==> src/rtl/baud_pkg.sv <==
// Shared constants and helpers for the fractional-N baud tick generator.
// Increment calculation is done at elaboration time in 64-bit integer math.
package baud_pkg;

  localparam int unsigned DEF_BAUD0 = 9600;
  localparam int unsigned DEF_BAUD1 = 19200;
  localparam int unsigned DEF_BAUD2 = 57600;
  localparam int unsigned DEF_BAUD3 = 115200;

  localparam int RATE_SEL_W = 2;
  typedef logic [RATE_SEL_W-1:0] rate_sel_t;

  // Rounded increment: round(baud * oversample * 2^acc_width / clk_freq).
  function automatic logic [63:0] calc_inc(
    input logic [63:0] clk_freq,
    input logic [63:0] baud,
    input logic [63:0] oversample,
    input logic [63:0] acc_width
  );
    logic [63:0] num;
    num = (baud * oversample) << acc_width;
    return (num + (clk_freq >> 1)) / clk_freq;
  endfunction

endpackage

==> src/rtl/baud_acc.sv <==
// Fractional phase accumulator: adds inc each enabled cycle and reports the
// carry out of the top bit, which marks one oversample period.
module baud_acc #(
  parameter int ACC_WIDTH = 16
) (
  input  logic                 clk,
  input  logic                 rst_n,
  input  logic                 clr,
  input  logic                 en,
  input  logic [ACC_WIDTH-1:0] inc,
  output logic                 carry
);

  logic [ACC_WIDTH-1:0] r_acc;
  logic [ACC_WIDTH:0]   w_sum;

  assign w_sum = {1'b0, r_acc} + {1'b0, inc};
  // A clear discards the add, so no carry can be reported in that cycle.
  assign carry = en & ~clr & w_sum[ACC_WIDTH];

  always_ff @(posedge clk or negedge rst_n) begin
    if (!rst_n) begin
      r_acc <= '0;
    end else if (clr) begin
      r_acc <= '0;
    end else if (en) begin
      r_acc <= w_sum[ACC_WIDTH-1:0];
    end
  end

endmodule

==> src/rtl/baud_tick_gen.sv <==
// Baud tick generator top: rate selection, oversample divider and registered
// os/bit/mid strobes driven from the fractional accumulator carry.
module baud_tick_gen
  import baud_pkg::*;
#(
  parameter int unsigned CLK_FREQ   = 25000000,
  parameter int unsigned ACC_WIDTH  = 16,
  parameter int unsigned OVERSAMPLE = 16,
  parameter int unsigned BAUD0      = DEF_BAUD0,
  parameter int unsigned BAUD1      = DEF_BAUD1,
  parameter int unsigned BAUD2      = DEF_BAUD2,
  parameter int unsigned BAUD3      = DEF_BAUD3
) (
  input  logic      clk,
  input  logic      rst_n,
  input  logic      en,
  input  logic      restart,
  input  rate_sel_t rate_sel,
  output logic      os_tick,
  output logic      bit_tick,
  output logic      mid_tick,
  output rate_sel_t rate_q
);

  localparam int CNT_W = $clog2(OVERSAMPLE);
  localparam logic [CNT_W-1:0] CNT_LAST = CNT_W'(OVERSAMPLE - 1);
  localparam logic [CNT_W-1:0] CNT_MID  = CNT_W'(OVERSAMPLE / 2 - 1);
  localparam logic [63:0] INC_LIMIT = 64'd1 << ACC_WIDTH;

  localparam logic [63:0] INC_TAB [4] = '{
    calc_inc(64'(CLK_FREQ), 64'(BAUD0), 64'(OVERSAMPLE), 64'(ACC_WIDTH)),
    calc_inc(64'(CLK_FREQ), 64'(BAUD1), 64'(OVERSAMPLE), 64'(ACC_WIDTH)),
    calc_inc(64'(CLK_FREQ), 64'(BAUD2), 64'(OVERSAMPLE), 64'(ACC_WIDTH)),
    calc_inc(64'(CLK_FREQ), 64'(BAUD3), 64'(OVERSAMPLE), 64'(ACC_WIDTH))
  };

  for (genvar g = 0; g < 4; g++) begin : g_inc_check
    if (INC_TAB[g] < 64'd1 || INC_TAB[g] >= INC_LIMIT) begin : g_bad
      $error("baud_tick_gen: increment for rate %0d out of range", g);
    end
  end

  if (OVERSAMPLE < 4 || (OVERSAMPLE % 2) != 0) begin : g_bad_os
    $error("baud_tick_gen: OVERSAMPLE must be even and at least 4");
  end

  rate_sel_t            r_rate_q;
  logic [CNT_W-1:0]     r_os_cnt;
  logic                 r_os_tick;
  logic                 r_bit_tick;
  logic                 r_mid_tick;
  logic [ACC_WIDTH-1:0] w_inc;
  logic                 w_rate_chg;
  logic                 w_clr;
  logic                 w_carry;

  assign w_inc      = INC_TAB[r_rate_q][ACC_WIDTH-1:0];
  // A rate change is treated as an implicit restart so phase starts clean.
  assign w_rate_chg = (rate_sel != r_rate_q);
  assign w_clr      = w_rate_chg | restart;

  baud_acc #(
    .ACC_WIDTH(ACC_WIDTH)
  ) u_acc (
    .clk  (clk),
    .rst_n(rst_n),
    .clr  (w_clr),
    .en   (en),
    .inc  (w_inc),
    .carry(w_carry)
  );

  always_ff @(posedge clk or negedge rst_n) begin
    if (!rst_n) begin
      r_rate_q   <= '0;
      r_os_cnt   <= '0;
      r_os_tick  <= 1'b0;
      r_bit_tick <= 1'b0;
      r_mid_tick <= 1'b0;
    end else begin
      if (w_rate_chg) begin
        r_rate_q <= rate_sel;
      end
      if (w_clr) begin
        r_os_cnt   <= '0;
        r_os_tick  <= 1'b0;
        r_bit_tick <= 1'b0;
        r_mid_tick <= 1'b0;
      end else if (!en) begin
        r_os_tick  <= 1'b0;
        r_bit_tick <= 1'b0;
        r_mid_tick <= 1'b0;
      end else begin
        r_os_tick  <= w_carry;
        r_bit_tick <= w_carry & (r_os_cnt == CNT_LAST);
        r_mid_tick <= w_carry & (r_os_cnt == CNT_MID);
        if (w_carry) begin
          r_os_cnt <= (r_os_cnt == CNT_LAST) ? '0 : r_os_cnt + CNT_W'(1);
        end
      end
    end
  end

  assign os_tick  = r_os_tick;
  assign bit_tick = r_bit_tick;
  assign mid_tick = r_mid_tick;
  assign rate_q   = r_rate_q;

endmodule

==> config.mk <==
export PLATFORM = sky130hd
export DESIGN_NAME = baud_tick_gen
export DESIGN_NICKNAME = d
export VERILOG_FILES = /design/src/rtl/baud_pkg.sv /design/src/rtl/baud_acc.sv /design/src/rtl/baud_tick_gen.sv
export SDC_FILE = /design/constraint.sdc
export NUM_CORES = 1
export LEC_CHECK = 0
export ABC_AREA = 1
export BUFFER_PORTS_ARGS = -buffer_cell sky130_fd_sc_hd__buf_2
export CORE_AREA = 5 5 65 72
export CTS_CLUSTER_DIAMETER = 40
export DETAILED_ROUTE_END_ITERATION = 8
export DIE_AREA = 0 0 70 77
export PLACE_DENSITY = 0.79
export SETUP_SLACK_MARGIN = 0.1
export SLEW_MARGIN = 10
export SYNTH_ARGS = -nofsm -noshare
export SYNTH_HDL_FRONTEND = slang
export SYNTH_SLANG_ARGS = --single-unit
==> constraint.sdc <==
create_clock -name clk -period 2.1 [get_ports clk]
set_input_delay 0.42 -clock clk [delete_from_list [all_inputs] [get_ports clk]]
set_output_delay 0.42 -clock clk [all_outputs]
set_load 0.02 [all_outputs]
# After elaboration in Yosys (flattened, before gate mapping)
# Index checks and enable logic that the tools add are counted.
dict set report totals {
  reg_bits 25
  out_inout_bits 5
  in_bits 6
}
dict set report classes {
  reduce_logical 3
  magnitude_cmp 1
  bitwise 7
  eq_ne 3
  mux 15
  add_sub_neg 2
}
# operator n
set op_table {}
lappend op_table {{64-bit binary-select mux with 2-bit select} 1}
lappend op_table {{16-bit 2-to-1 mux} 4}
lappend op_table {{16-bit by 16-bit adder with 17-bit output} 1}
lappend op_table {{4-bit 2-to-1 mux} 4}
lappend op_table {{1-bit 2-to-1 mux} 6}
lappend op_table {{4-bit by 1-bit adder with 4-bit output, second input constant} 1}
lappend op_table {{1-bit AND} 4}
lappend op_table {{4-bit by 3-bit equality test with 1-bit output, second input constant} 1}
lappend op_table {{4-bit equality test, second input constant} 1}
lappend op_table {{2-bit nonzero test} 2}
lappend op_table {{3-bit >= comparator, second input constant} 1}
lappend op_table {{2-bit inverter with 3-bit output} 1}
lappend op_table {{2-bit != test} 1}
lappend op_table {{2-bit AND reduction} 1}
lappend op_table {{1-bit inverter} 1}
lappend op_table {{1-bit OR} 1}

# Logic depth before layout (Yosys ltp)
dict set report depth {
  depth_word 9
  mapped_depth 19
  depth_no_buf 19
}

# Cells and area by module
# Synthesis repeated with hierarchy kept, for this count alone.
dict set report hier_totals {
  hier_cells 327
  area_unflattened_um2 2149.6
}
# mod instances area_each_um2 seq_area_each_um2 cells_each
set modules_own_cells {}
lappend modules_own_cells {baud_acc 1 1579.0 400.4 255}
lappend modules_own_cells {baud_tick_gen 1 570.5 225.2 72}

# Worst setup path after synthesis
# OpenSTA, ideal clock, no wires.
dict set report synth_timing {
  kind {reg-to-reg}
  start {register r_rate_q[1] (netlist: rate_q[1])}
  end {register r_os_cnt[1]}
  setup_slack_ns -0.146
  arrival_time_ns 2.129
  t_required_ns 1.983
  stages_incl_launch_ff 14
  period_less_slack_ns 2.246
  n_path_buf 0
  path_cell_list {dfrtp_1 > inv_1 > ha_1 > or2_2 > ha_1 > a21o_2 > a21oi_2 > nand2_2 > nand2_1 > nand2_2 > nand2_4 > clkinv_4 > nand2_2 > nand2_1}
}
dict set report synth_between {
  elab_chain_cells 8
}
# item line
set synth_lines {}
lappend synth_lines {{start: declaration} baud_tick_gen.sv:47} ;# rate_sel_t r_rate_q;
lappend synth_lines {{start signal: assignment} baud_tick_gen.sv:82} ;# r_rate_q <= rate_sel;
lappend synth_lines {{2-bit inverter with 3-bit output (not written as such)} baud_tick_gen.sv:57} ;# assign w_inc = INC_TAB[r_rate_q][ACC_WIDTH-1:0];
lappend synth_lines {{64-bit binary-select mux with 2-bit select} baud_tick_gen.sv:57}
lappend synth_lines {{16-bit 2-to-1 mux (not written as such) (2 in a row)} baud_tick_gen.sv:57}
lappend synth_lines {{16-bit by 16-bit adder with 17-bit output} baud_acc.sv:17} ;# assign w_sum = {1'b0, r_acc} + {1'b0, inc};
lappend synth_lines {{1-bit AND} baud_acc.sv:19} ;# assign carry = en & ~clr & w_sum[ACC_WIDTH];
lappend synth_lines {{2-bit nonzero test (no source line)} --}
lappend synth_lines {{2-bit AND reduction (no source line)} --}
lappend synth_lines {{end signal: assignment} baud_tick_gen.sv:98} ;# r_os_cnt <= (r_os_cnt == CNT_LAST) ? '0 : r_os_cnt + CNT_W'(1);
lappend synth_lines {{end: declaration} baud_tick_gen.sv:48} ;# logic [CNT_W-1:0] r_os_cnt;
# Parallel ways exist; a longest one is shown, timed or not. The select of a mux whose other input is x is not followed.
# A chain may end at the register's enable or synchronous reset.

# Final worst setup path
dict set report layout_timing {
  start {register r_rate_q[1] (netlist: rate_q[1])}
  end {register u_acc.r_acc[15]}
}
dict set report layout_between {
  elab_chain_cells 7
}
# item line
set layout_lines {}
lappend layout_lines {{2-bit inverter with 3-bit output (not written as such)} baud_tick_gen.sv:57}
lappend layout_lines {{64-bit binary-select mux with 2-bit select} baud_tick_gen.sv:57}
lappend layout_lines {{16-bit 2-to-1 mux (not written as such) (2 in a row)} baud_tick_gen.sv:57}
lappend layout_lines {{16-bit by 16-bit adder with 17-bit output} baud_acc.sv:17}
lappend layout_lines {{16-bit 2-to-1 mux} baud_acc.sv:26} ;# end else if (en) begin
lappend layout_lines {{16-bit 2-to-1 mux} baud_acc.sv:24} ;# end else if (clr) begin
lappend layout_lines {{end signal: assignment} baud_acc.sv:27} ;# r_acc <= w_sum[ACC_WIDTH-1:0];
lappend layout_lines {{end: declaration} baud_acc.sv:14} ;# logic [ACC_WIDTH-1:0] r_acc;
# Parallel ways exist; a longest one is shown, timed or not. The select of a mux whose other input is x is not followed.

==> results by group <==
Outcome
  – Status: complete, but fails checks
  – Violated checks: setup timing

STA
  – RSZ-0062 raised after global routing: true
  – Crit share post-route: 1.01
  – Final min period: 2110 ps
  – Max Fclk: 473 MHz
  – Final hold violations: 0
  – Setup slack after layout: -14.0 ps
  – Slew HR: 0.610
  – Clock skew: 8.49 ps
  – Fin. max-slew vios: 0
  – # setup viols final: 1
  – Worst Tran Pin Value: 585 ps

Drt
  – Total routed wirelength: 4630 um
  – Routed length per instance: 13.5 um
  – Initial DRC Count: 76
  – DR vias: 1807
  – DRC viols: 0
  – Post-DR vias/cell: 5.27
  – First-pass iteration count of the detailed router: 5
  – Routed Antenna Nets: 0

Critical path
  – Critical path depth in cells: 10
  – Critical path endpoint: u_acc.r_acc[15]
  – Terminus of the critical flop-to-flop path: u_acc.r_acc[15]
  – CP max FO: 6
  – Bufs and invs on worst path: 1
  – Setup crit end kind: flip-flop
  – Worst r2r src: rate_q[1]
  – CP startpoint: rate_q[1]
  – Crit Path Category: flip-flop to flip-flop
  – Crit path cell chain: buf_12 > ha_1 > nand2_1 > nand2_1 > a31oi_1 > nand2_2 > nand2_1 > nand2_1 > a21oi_1 > nor2_1
  – Worst path max stage delay: 460 ps
  – WP data required: 2270 ps
  – Cell family with most CP delay: simple AND/OR/NAND/NOR gates
  – Worst path slowest cell: dfrtp_2
  – R2R Setup Slk: -10 ps
  – Worst Setup Start Kind: flip-flop
  – CP most frequent cell: nand2_1
  – R2r worst-path depth: 10
  – Critical path arrival: 2290 ps

Clock network
  – Clock transition at path regs: 100 ps
  – CTS tree: yes
  – Root buffer cell: clkbuf_8
  – Clk sinks: 25
  – Cts-stage hold buffer count: 0
  – H-tree levels: 1
  – Longest Clk Path Bufs: 2
  – CTS buffer count: 3
  – Worst skew pair latency: 280 ps

Cells and area
  – Footprint of the multi-input gates: 0.00136 mm2
  – Share of cells above drive strength 1: 0.364
  – Post-layout util: 0.630
  – Final nets: 315
  – FILL cells: 302
  – Area grow syn2layout: 32.2%
  – Layout Cells excl Fill: 343
  – # diodes: 0
  – Sequential Area: 628 um2
  – Fin area: 0.00246 mm2

Place
  – DP HPWL: 3290 um
  – Placed insts: 331
  – Area post-placement: 0.00212 mm2
  – Gpl congestion: 0.848
  – PortBufs: 10

Min path
  – Hold crit path type: input pin to async pin

Synth
  – EDFF count, synth: 0
  – Syn_area_per_cell: 7.13 um2
  – Netlist Area Pre-Place: 0.00186 mm2
  – Register area share after synthesis: 0.336
  – Synthesized instance count: 261
  – FFs w/ async S/R, synth: 1.00
  – Synth cell types: 36
  – Synth Register Bits: 25
  – Syn nets: 284
  – Syn. warnings: 0
  – Most used DFF post-synth: dfrtp_1

Floorplan
  – Initial core utilization: 0.477
  – Core area: 0.00390 mm2
  – Die area: 0.00539 mm2
  – Ports: 11
  – Row count: 24
  – Die width: 70 um
  – Height of the die: 77 um

Flow run
  – Max cap viols: 0

Power and ir drop
  – Pwr per Cell Area: 426 mW/mm2
  – Worst vdd ir: 0.000252 V
  – PnR Total Power: 1.05 mW
  – LEAKAGE: 1.24 nW

Global route
  – GRT Residual Overflow: 0
  – First-pass GRT wire length: 7730 um
  – Total GRT Usage: 0.178
  – Vias in the first global route: 1764
  – Largest net degree at the start of global routing: 26
  – Initial antenna violation count: 0
==> repair_timing <==
action | 4_1_cts | 5_1_grt
endpoints found under the setup margin | 15 | 17
setup buffers | 4 | 4
gates resized for setup | 30 | 28
pin swaps | 10 | 12
==> sequential cells by signal, summed over array words and instances (netlist names) <==
name / cells
r_os_cnt: 4
rate_q: 2
bit_tick: 1
os_tick: 1
mid_tick: 1
u_acc.r_acc: 16
==> worst min-delay path by stage <==
stage | cells past startpoint | startpoint | end | slack [ps]
floorplan | 0 | rst_n | bit_tick | 120
global placement | 1 | rst_n | u_acc.r_acc[6] | 450
detailed placement | 1 | rst_n | u_acc.r_acc[5] | 460
CTS | 1 | rst_n | u_acc.r_acc[3] | 150
global route | 1 | rst_n | u_acc.r_acc[3] | 170
finish | 1 | rst_n | u_acc.r_acc[3] | 130
==> area by class of cell <==
type                       count  area share
inverter                      36      0.0610
clock inverter                 1     0.00305
sequential                    25       0.255
tap                           52      0.0264
timing repair buffer          30      0.0865
multi-input combinational    196       0.551
clock buffer                   3      0.0168
==> cells in the final DEF (no fill, tap or decap), types with 2 or more instances in the layout <==
cell / n
buf_2: 10
nand3b_1: 2
o21ai_0: 2
nand3_2: 9
nand4_1: 4
dfrtp_2: 2
clkbuf_8: 3
inv_2: 4
nand2_2: 19
dfrtp_1: 23
inv_4: 4
a21oi_2: 4
nand3_1: 10
o21ai_1: 5
buf_4: 19
ha_1: 9
nand2_4: 5
ha_4: 8
xnor2_1: 2
nor3_2: 2
a21oi_1: 7
inv_1: 27
nor2_1: 20
nand2_1: 66
nor2_2: 3
==> Yosys cell counts, drive strengths merged, types with 2 or more instances <==
library cell,n,area [um2]
dfrtp,25,626
inv,35,131
clkbuf,2,7.51
nor3,3,20.0
and2,2,12.5
nand3,20,105
nand4,4,25.0
o21ai,8,40.0
nor2,24,97.6
a21oi,11,58.8
nand2,91,367
ha,17,213
xnor2,2,17.5
nand3b,2,15.0
o21bai,2,15.0
buf,2,16.3
==> kinds of logic (layout without fill, tap and decap cells) <==
logic type      count (synthesis)  count (layout)  share of synthesized area
simple gates                  150             150                      0.365
buf+inv                        40              70                     0.0881
xor+xnor                        3               3                     0.0141
compound gates                 26              26                     0.0820
flops                          25              25                      0.336
fa+ha+maj                      17              17                      0.114
==> layer usage <==
metal  vias to the layer above  global-route usage  part of all wire
li1                        893                   -                 -
met1                       849               0.203              0.40
met2                        44               0.315              0.52
met3                        21              0.0275             0.032
met4                         0              0.0939             0.049
met5                         -                   0                 0
==> report_power, final <==
part	internal [mW]	total, mW	leakage, nW	switching [mW]
sequential	0.489	0.499	0.341	0.00956
clock	0.135	0.306	0.0217	0.171
combinational	0.102	0.243	0.877	0.141
total	0.726	1.05	1.24	0.321
==> stage by stage <==
stage                     hold slack, ps  setup TNS, ps  setup WS, ps
after CTS                            152              0          47.3
after global placement               453          -25.6         -25.6
after floorplan                      124              0          81.1
after global routing                 167           -948          -127
after detailed placement             462          -37.1         -18.8
final                                126          -14.0         -14.0
Power figures use the tool's default switching activity.
